[src/rtl/count_ascii_sender.sv]
// count_ascii_sender: snapshots a saturated counter value, converts it to four ASCII digits plus CR LF
// and streams the six bytes through a tx_start/tx_busy handshake. Define LEADING_ZERO_BLANK_EN to send leading zeros as spaces.
module count_ascii_sender #(
  parameter int COUNT_WIDTH = 14,
  parameter int MAX_COUNT   = 9999
) (
  input  logic                   clk,
  input  logic                   rst,
  input  logic                   send_req,
  input  logic [COUNT_WIDTH-1:0] count_in,
  input  logic                   tx_busy,
  output logic                   tx_start,
  output logic [7:0]             tx_data,
  output logic                   busy,
  output logic                   done
);

  // state   | meaning
  // IDLE    | wait for send_req, snapshot count_in
  // CONVERT | double-dabble, one bit per cycle
  // LOAD    | register byte for current index
  // SEND    | strobe tx_start once transmitter is free
  // WAIT    | wait for transmitter to finish the byte
  // DONE    | pulse done, release busy
  typedef enum logic [2:0] {
    S_IDLE, S_CONVERT, S_LOAD, S_SEND, S_WAIT, S_DONE
  } state_t;

  localparam int                     CNT_W    = $clog2(COUNT_WIDTH + 1);
  localparam logic [COUNT_WIDTH-1:0] MAX_C    = COUNT_WIDTH'(MAX_COUNT);
  localparam logic [CNT_W-1:0]       LAST_BIT = CNT_W'(COUNT_WIDTH - 1);

  state_t                  state_q;
  logic [COUNT_WIDTH-1:0]  bin_q;
  logic [15:0]             bcd_q;
  logic [CNT_W-1:0]        cnt_q;
  logic [2:0]              idx_q;
  logic                    wait_first_q;
  logic                    tx_start_q;
  logic [7:0]              tx_data_q;
  logic                    busy_q;
  logic                    done_q;

  logic [COUNT_WIDTH-1:0]  snap_d;
  logic [15:0]             bcd_adj_d;
  logic [16+COUNT_WIDTH-1:0] shift_d;
  logic [7:0]              byte_d;

  always_comb begin
    snap_d    = (count_in > MAX_C) ? MAX_C : count_in;
    bcd_adj_d = bcd_q;
    for (int i = 0; i < 4; i++) begin
      if (bcd_q[4*i +: 4] >= 4'd5) bcd_adj_d[4*i +: 4] = bcd_q[4*i +: 4] + 4'd3;
    end
    shift_d = {bcd_adj_d, bin_q} << 1;

    byte_d = 8'h00;
    case (idx_q)
      3'd0:    byte_d = {4'h3, bcd_q[15:12]};
      3'd1:    byte_d = {4'h3, bcd_q[11:8]};
      3'd2:    byte_d = {4'h3, bcd_q[7:4]};
      3'd3:    byte_d = {4'h3, bcd_q[3:0]};
      3'd4:    byte_d = 8'h0D;
      3'd5:    byte_d = 8'h0A;
      default: byte_d = 8'h00;
    endcase
`ifdef LEADING_ZERO_BLANK_EN
    // A digit blanks only if it and every more significant digit are zero; ones never blanks.
    if ((idx_q == 3'd0 && bcd_q[15:12] == 4'd0) ||
        (idx_q == 3'd1 && bcd_q[15:8]  == 8'd0) ||
        (idx_q == 3'd2 && bcd_q[15:4]  == 12'd0))
      byte_d = 8'h20;
`endif
  end

  always_ff @(posedge clk or posedge rst) begin
    if (rst) begin
      state_q      <= S_IDLE;
      bin_q        <= '0;
      bcd_q        <= '0;
      cnt_q        <= '0;
      idx_q        <= '0;
      wait_first_q <= 1'b0;
      tx_start_q   <= 1'b0;
      tx_data_q    <= 8'h00;
      busy_q       <= 1'b0;
      done_q       <= 1'b0;
    end else begin
      tx_start_q <= 1'b0;
      done_q     <= 1'b0;
      case (state_q)
        S_IDLE: begin
          if (send_req) begin
            bin_q   <= snap_d;
            bcd_q   <= '0;
            cnt_q   <= LAST_BIT;
            idx_q   <= '0;
            busy_q  <= 1'b1;
            state_q <= S_CONVERT;
          end
        end
        S_CONVERT: begin
          {bcd_q, bin_q} <= shift_d;
          cnt_q          <= cnt_q - 1'b1;
          if (cnt_q == '0) state_q <= S_LOAD;
        end
        S_LOAD: begin
          tx_data_q <= byte_d;
          state_q   <= S_SEND;
        end
        S_SEND: begin
          if (!tx_busy) begin
            tx_start_q   <= 1'b1;
            wait_first_q <= 1'b1;
            state_q      <= S_WAIT;
          end
        end
        S_WAIT: begin
          // Transmitter busy lags start by a cycle, so the first WAIT cycle is blind.
          if (wait_first_q) begin
            wait_first_q <= 1'b0;
          end else if (!tx_busy) begin
            if (idx_q == 3'd5) begin
              done_q  <= 1'b1;
              state_q <= S_DONE;
            end else begin
              idx_q   <= idx_q + 3'd1;
              state_q <= S_LOAD;
            end
          end
        end
        S_DONE: begin
          busy_q  <= 1'b0;
          idx_q   <= '0;
          state_q <= S_IDLE;
        end
        default: state_q <= S_IDLE;
      endcase
    end
  end

  assign tx_start = tx_start_q;
  assign tx_data  = tx_data_q;
  assign busy     = busy_q;
  assign done     = done_q;

endmodule

[config.mk]
export PLATFORM = sky130hd
export DESIGN_NAME = count_ascii_sender
export DESIGN_NICKNAME = d
export VERILOG_FILES = /design/src/rtl/count_ascii_sender.sv
export SDC_FILE = /design/constraint.sdc
export NUM_CORES = 1
export LEC_CHECK = 0
export ABC_AREA = 1
export ABC_CLOCK_PERIOD_IN_PS = 2670
export CORE_ASPECT_RATIO = 1.1
export CORE_MARGIN = 5
export CORE_UTILIZATION = 55
export DETAILED_ROUTE_END_ITERATION = 10
export PLACE_DENSITY = 0.77
export REMOVE_ABC_BUFFERS = 1
export SKIP_CTS_REPAIR_TIMING = 1
export SLEW_MARGIN = 15
export SYNTH_ARGS = -nofsm -noshare
export SYNTH_HDL_FRONTEND = slang
export SYNTH_SLANG_ARGS = --single-unit
[constraint.sdc]
create_clock -name clk -period 2.67 [get_ports clk]
set_input_delay 0.267 -clock clk [delete_from_list [all_inputs] [get_ports clk]]
set_output_delay 0.267 -clock clk [all_outputs]
set_load 0.05 [all_outputs]
==> impl_metrics.py, run 1 <==
metrics = {
    "power_and_ir_drop": {
        "ir_worst_vdd_v": 0.000594,
        "power_mw": 3.58,
        "power_density_nw_per_um2": 1080,
        "p_leak_nw": 1.79,
    },
    "worst_setup_path": {
        "crit_arrival_ps": 1490,
        "end_kind": "primary output",
        "critPathLaunch": "tx_data[4]",
        "ff2ff_setup_slack_ps": 960,
        "crit_family": "buffers and inverters",
        "worstPathCellList": "clkdlybuf4s50_1",
        "slowest_stage": "clkdlybuf4s50_1",
        "crit_required_ps": 2400,
        "r2r_start": "state_q[2]",
        "crit_type": "register to primary output",
        "cp_slowest_stage_delay_ps": 810,
        "rr_worst_depth": 8,
        "startpoint_type": "register",
        "critPathMaxFanout": 3,
        "crit_buf_inv": 1,
        "reg2reg_to": "bin_q[6]",
    },
    "sta": {
        "post-route-period-util_pct": 65.7,
        "rsz0062_at_grt": "no",
        "drv_slew": 0,
        "max_freq_mhz": 570,
        "holdWs_ps": 426,
        "finalClockSkew_ps": 4.19,
        "finalSetupViolations": 0,
        "slew_headroom_pct": 60.1,
        "setup_tns_ps": 0,
        "final.setup.worst_slack_ps": 915,
        "final_hold_viol_count": 0,
        "worstMarginPinSlew_ps": 599,
        "fin_crit_ps": 1760,
    },
    "cts": {
        "clockBufferDepth": 2,
        "clkLatencyLatePin_ps": 300,
        "cts_made_buffers": 5,
        "cts-htree-levels": 2,
        "cts_tree": "built",
        "root_buffer": "clkbuf_8",
        "clock_sinks": 49,
        "clkTransAtPathRegs_ps": 90,
    },
    "routing": {
        "routedWlPerCell_um": 11.5,
        "drtIter0Drc": 190,
        "dr.pass1.iters": 4,
        "drt-total-wl_mm": 5.80,
        "vias_per_cell": 5.08,
        "vias": 2559,
        "post-route-drc-count": 0,
        "postRouteAntennaNets": 0,
    },
    "global_route": {
        "grt_pass1_vias": 2399,
        "grt_pass1_wl_mm": 10.3,
        "grt_max_degree": 50,
        "grt_usage_pct": 18.6,
        "antenna_found_initial": 0,
        "grt-ovfl-total": 0,
    },
    "floorplan": {
        "ios": 29,
        "rows": 28,
        "die_x_um": 79.7,
        "initial_core_util_pct": 55.5,
        "die_h_um": 86.6,
        "fp.dieArea_um2": 6900,
        "fp.coreArea_um2": 5290,
    },
    "finish": {
        "area_growth_pct": 12.7,
        "multi_input_comb_area_um2": 1390,
        "seqCellArea_um2": 1230,
        "num_antenna_cells": 0,
        "layoutNonFillerInstCount": 504,
        "drive_gt1_share_pct": 4.66,
        "nFillCells": 462,
        "fin_nets": 460,
    },
    "run": {
        "cap_violations": 0,
    },
    "yosys": {
        "netlist_area_um2": 2940,
        "synthCells": 405,
        "synth_cell_types": 26,
        "synth.area.top_cells": "dfrtp_1 (42%), nand2_1 (18%), inv_1 (7.3%), ha_1 (6.0%), o21ai_0 (5.5%)",
        "synth_top_cell_by_area": "dfrtp_1",
        "ys_seq_elements": 49,
        "syn_avg_cell_area_um2": 7.25,
        "yosys_warnings": 0,
        "synth_top_area_share_pct": 41.8,
        "synth-seq-area-share_pct": 41.8,
    },
    "place": {
        "port_buffers": 26,
        "placedCellCount": 496,
        "place_congestion": 0.841,
        "place_hpwl_mm": 4.13,
        "pre_cts_ws_ps": 982,
    },
    "outcome": {
        "status": "completed",
    },
    "hold_path": {
        "hp-class": "input pin to async pin",
    },
}
[state kept, by name (all words and copies together) (netlist names), 3 cells and up]
signal   cells
bcd_q       16
state_q      3
idx_q        3
bin_q       14
cnt_q        4
tx_data      5
[synthesized netlist by cell type]
master	count
a21oi_1	12
buf_2	1
buf_4	7
buf_6	3
clkbuf_1	1
conb_1	1
dfrtp_1	49
ha_1	14
inv_1	57
inv_2	1
inv_4	2
nand2_1	138
nand2_4	1
nand3_1	25
nand3_4	1
nand3b_4	1
nand4_1	1
nor2_1	36
nor2_2	2
nor2_4	1
nor3_1	5
nor3_2	1
o211ai_1	1
o21ai_0	32
o22ai_1	8
xor2_1	4
[logic make-up (layout without fill, tap and decap cells)]
logic type / count (synthesis) / after routing / synth area share (%)
buf+inv: 72 / 95 / 11.1
simple gates: 212 / 212 / 30.4
xor+xnor: 4 / 4 / 1.19
compound gates: 53 / 53 / 9.46
other cells: 1 / 2 / 0.128
fa+ha+maj: 14 / 14 / 5.97
flops: 49 / 49 / 41.8
[metrics by stage]
stage	utilization, %	area, um^2
6_report	62.5	3310
5_1_grt	62.5	3310
4_1_cts	62.5	3310
3_5_place_dp	60.6	3210
3_3_place_gp	60.6	3210
2_1_floorplan	-	2840
[power by group]
group | internal, mW | leakage (nW) | switching (mW) | total [mW]
clock network | 0.235 | 0.0542 | 0.244 | 0.479
logic | 0.609 | 1.12 | 1.24 | 1.84
registers | 1.03 | 0.621 | 0.233 | 1.26
total | 1.87 | 1.79 | 1.71 | 3.58
[layout by cell type (no fill, tap or decap), types with 2 or more instances in the layout]
| cell | synthesis | layout |
|---|---|---|
| clkbuf_8 | 0 | 7 |
| ha_1 | 14 | 14 |
| inv_4 | 2 | 2 |
| conb_1 | 1 | 2 |
| xor2_1 | 4 | 4 |
| nand3_1 | 25 | 25 |
| clkdlybuf4s50_1 | 0 | 26 |
| dfrtp_1 | 49 | 49 |
| nor2_1 | 36 | 36 |
| inv_2 | 1 | 2 |
| inv_1 | 57 | 56 |
| o21ai_0 | 32 | 32 |
| nand2_1 | 138 | 138 |
| a21oi_1 | 12 | 12 |
| o22ai_1 | 8 | 8 |
| nor2_2 | 2 | 2 |
| nor3_1 | 5 | 5 |
[worst max-delay path by stage]
| stage | depth (start not counted) | endpoint |
|---|---|---|
| 3_3_place_gp | 8 | bin_q[4] |
| 3_5_place_dp | 8 | bin_q[5] |
| 4_1_cts | 1 | tx_data[4] |
| 2_1_floorplan | 1 | bcd_q[0] |
| 5_1_grt | 7 | bin_q[8] |
| 6_report | 1 | tx_data[5] |
[area by class of cell]
cell class              instances  share of cell area [%]
flip-flops and latches         49                    37.1
multi-input cells             285                    42.0
clock inverters                 1                   0.151
inverters                      60                    6.96
well taps                      75                    2.84
repair buffers                 27                    8.10
clock buffers                   7                    2.91
[metal layers]
layer  wire [um]  track usage [%]
met2        2850             32.3
met3         313             3.12
met4          46             6.56
met1        2590             23.2
met5           0                0
No activity file was read; power rests on OpenSTA's default activity.
==> run 2, diff against run 1 <==
Settings changed: ABC_CLOCK_PERIOD_IN_PS 2670 to 1800.
Clock period 2.67 ns to 1.8 ns, I/O delays scaled along.
==> run 2 against run 1 <==
Final area rose by 0.38%. Critical path type unchanged. Non-clock buffer count is 2 higher. Critical endpoint unchanged. Largest power group unchanged. Combinational power rose by 48%. Sequential power grew 49%. Flip-flop and latch count unchanged.
==> impl_metrics.py, run 2 (synthesized netlist as in run 1, its figures left out) <==
metrics = {
    "floorplan": {
        "die_h_um": 86.6,
        "fp.dieArea_um2": 6900,
        "initial_core_util_pct": 55.5,
        "rows": 28,
        "die_x_um": 79.7,
        "ios": 29,
        "fp.coreArea_um2": 5290,
    },
    "cts": {
        "clock_sinks": 49,
        "cts-htree-levels": 2,
        "cts_tree": "built",
        "clkLatencyLatePin_ps": 310,
        "cts_made_buffers": 5,
        "root_buffer": "clkbuf_8",
        "clockBufferDepth": 2,
        "clkTransAtPathRegs_ps": 100,
    },
    "worst_setup_path": {
        "slowest_stage": "clkdlybuf4s50_1",
        "startpoint_type": "register",
        "crit_type": "register to primary output",
        "r2r_start": "idx_q[1]",
        "crit_buf_inv": 1,
        "rr_worst_depth": 9,
        "worstPathCellList": "clkdlybuf4s50_1",
        "cp_slowest_stage_delay_ps": 800,
        "crit_family": "buffers and inverters",
        "critPathMaxFanout": 3,
        "reg2reg_to": "idx_q[0]",
        "ff2ff_setup_slack_ps": 250,
        "crit_arrival_ps": 1470,
        "end_kind": "primary output",
        "crit_required_ps": 1620,
    },
    "finish": {
        "finalInstanceArea_um2": 3320,
        "finalCoreUtilization_pct": 62.7,
        "largest_reg_flops": 16,
        "final_cell_mix": "nand2_1 (138), inv_1 (56), dfrtp_1 (49)",
        "nFillCells": 466,
        "num_antenna_cells": 0,
        "final_common_cell": "nand2_1",
        "fin_nets": 462,
        "area_growth_pct": 13.1,
        "regMostFlops": "bcd_q",
        "drive_gt1_share_pct": 5.10,
    },
    "outcome": {
        "status": "completed",
    },
    "sta": {
        "finalClockSkew_ps": 9.28,
        "setup_tns_ps": 0,
        "drv_slew": 0,
        "finalSetupViolations": 0,
        "worstMarginPinSlew_ps": 499,
        "rsz0062_at_grt": "no",
        "slew_headroom_pct": 66.6,
        "final_hold_viol_count": 0,
        "post-route-period-util_pct": 91.8,
        "fin_crit_ps": 1650,
        "max_freq_mhz": 605,
    },
    "place": {
        "place_hpwl_mm": 4.27,
        "postPlaceCellArea_um2": 3230,
        "place_congestion": 0.923,
        "port_buffers": 26,
    },
    "routing": {
        "vias": 2567,
        "dr.pass1.iters": 4,
        "vias_per_cell": 5.07,
        "routedWlPerCell_um": 11.4,
        "drtIter0Drc": 145,
        "drt-total-wl_mm": 5.78,
        "postRouteAntennaNets": 0,
        "post-route-drc-count": 0,
    },
    "run": {
        "cap_violations": 0,
    },
    "power_and_ir_drop": {
        "ir_worst_vdd_v": 0.000709,
        "power_density_nw_per_um2": 1580,
        "power_mw": 5.24,
        "p_leak_nw": 1.80,
    },
    "global_route": {
        "grt_max_degree": 29,
        "grt_pass1_wl_mm": 9.98,
        "grt_usage_pct": 18.1,
        "antenna_found_initial": 0,
        "grt-ovfl-total": 0,
        "grt_pass1_vias": 2351,
    },
    "hold_path": {
        "hp-class": "input pin to async pin",
    },
}
-- run 2: cell types whose count changed in the layout (fill, tap and decap cells not counted), sizes merged --
cell      previous run  this run
buf                  1         3
clkbuf               7         5
clkinv               1         2
clkinvlp             0         1
-- run 2: metal layers --
layer  track usage [%]  vias up  share of wire, %
li1                  -     1311                 -
met1              22.0     1170                44
met2              30.9       73                48
met5                 0        -                 0
met3              3.95       13               5.6
met4              7.19        0               2.2
-- run 2: how the worst max path moves through the flow --
stage	startpoint	to	cells past startpoint
2_1_floorplan	state_q[2]	bin_q[4]	8
5_1_grt	idx_q[1]	idx_q[0]	9
4_1_cts	tx_data[4]	tx_data[4]	1
6_report	tx_data[4]	tx_data[5]	1
3_3_place_gp	state_q[0]	bin_q[5]	8
3_5_place_dp	state_q[0]	bin_q[7]	8
-- run 2: stage by stage --
stage | hold WS [ps] | std cells | setup WS, ps
floorplan | 246 | 394 | 401
global placement | 450 | 498 | 286
detailed placement | 446 | 498 | 246
CTS | 113 | 506 | 141
global route | 124 | 506 | 57.4
finish | 105 | 506 | 147
-- run 2: where the power goes --
| group | internal, mW | switching [mW] | leakage [nW] |
|---|---|---|---|
| sequential | 1.52 | 0.354 | 0.621 |
| combinational | 0.925 | 1.80 | 1.13 |
| clock | 0.269 | 0.380 | 0.0439 |
| total | 2.72 | 2.53 | 1.80 |
-- run 2: area by class of cell --
| type | instances | area (um^2) | share of cell area (%) |
|---|---|---|---|
| clock buffers | 5 | 68.8 | 2.07 |
| clock inverters | 3 | 17.5 | 0.528 |
| inverters | 60 | 230 | 6.94 |
| multi-input cells | 285 | 1390 | 41.8 |
| flip-flops and latches | 49 | 1230 | 36.9 |
| well taps | 75 | 93.8 | 2.83 |
| repair buffers | 29 | 295 | 8.90 |
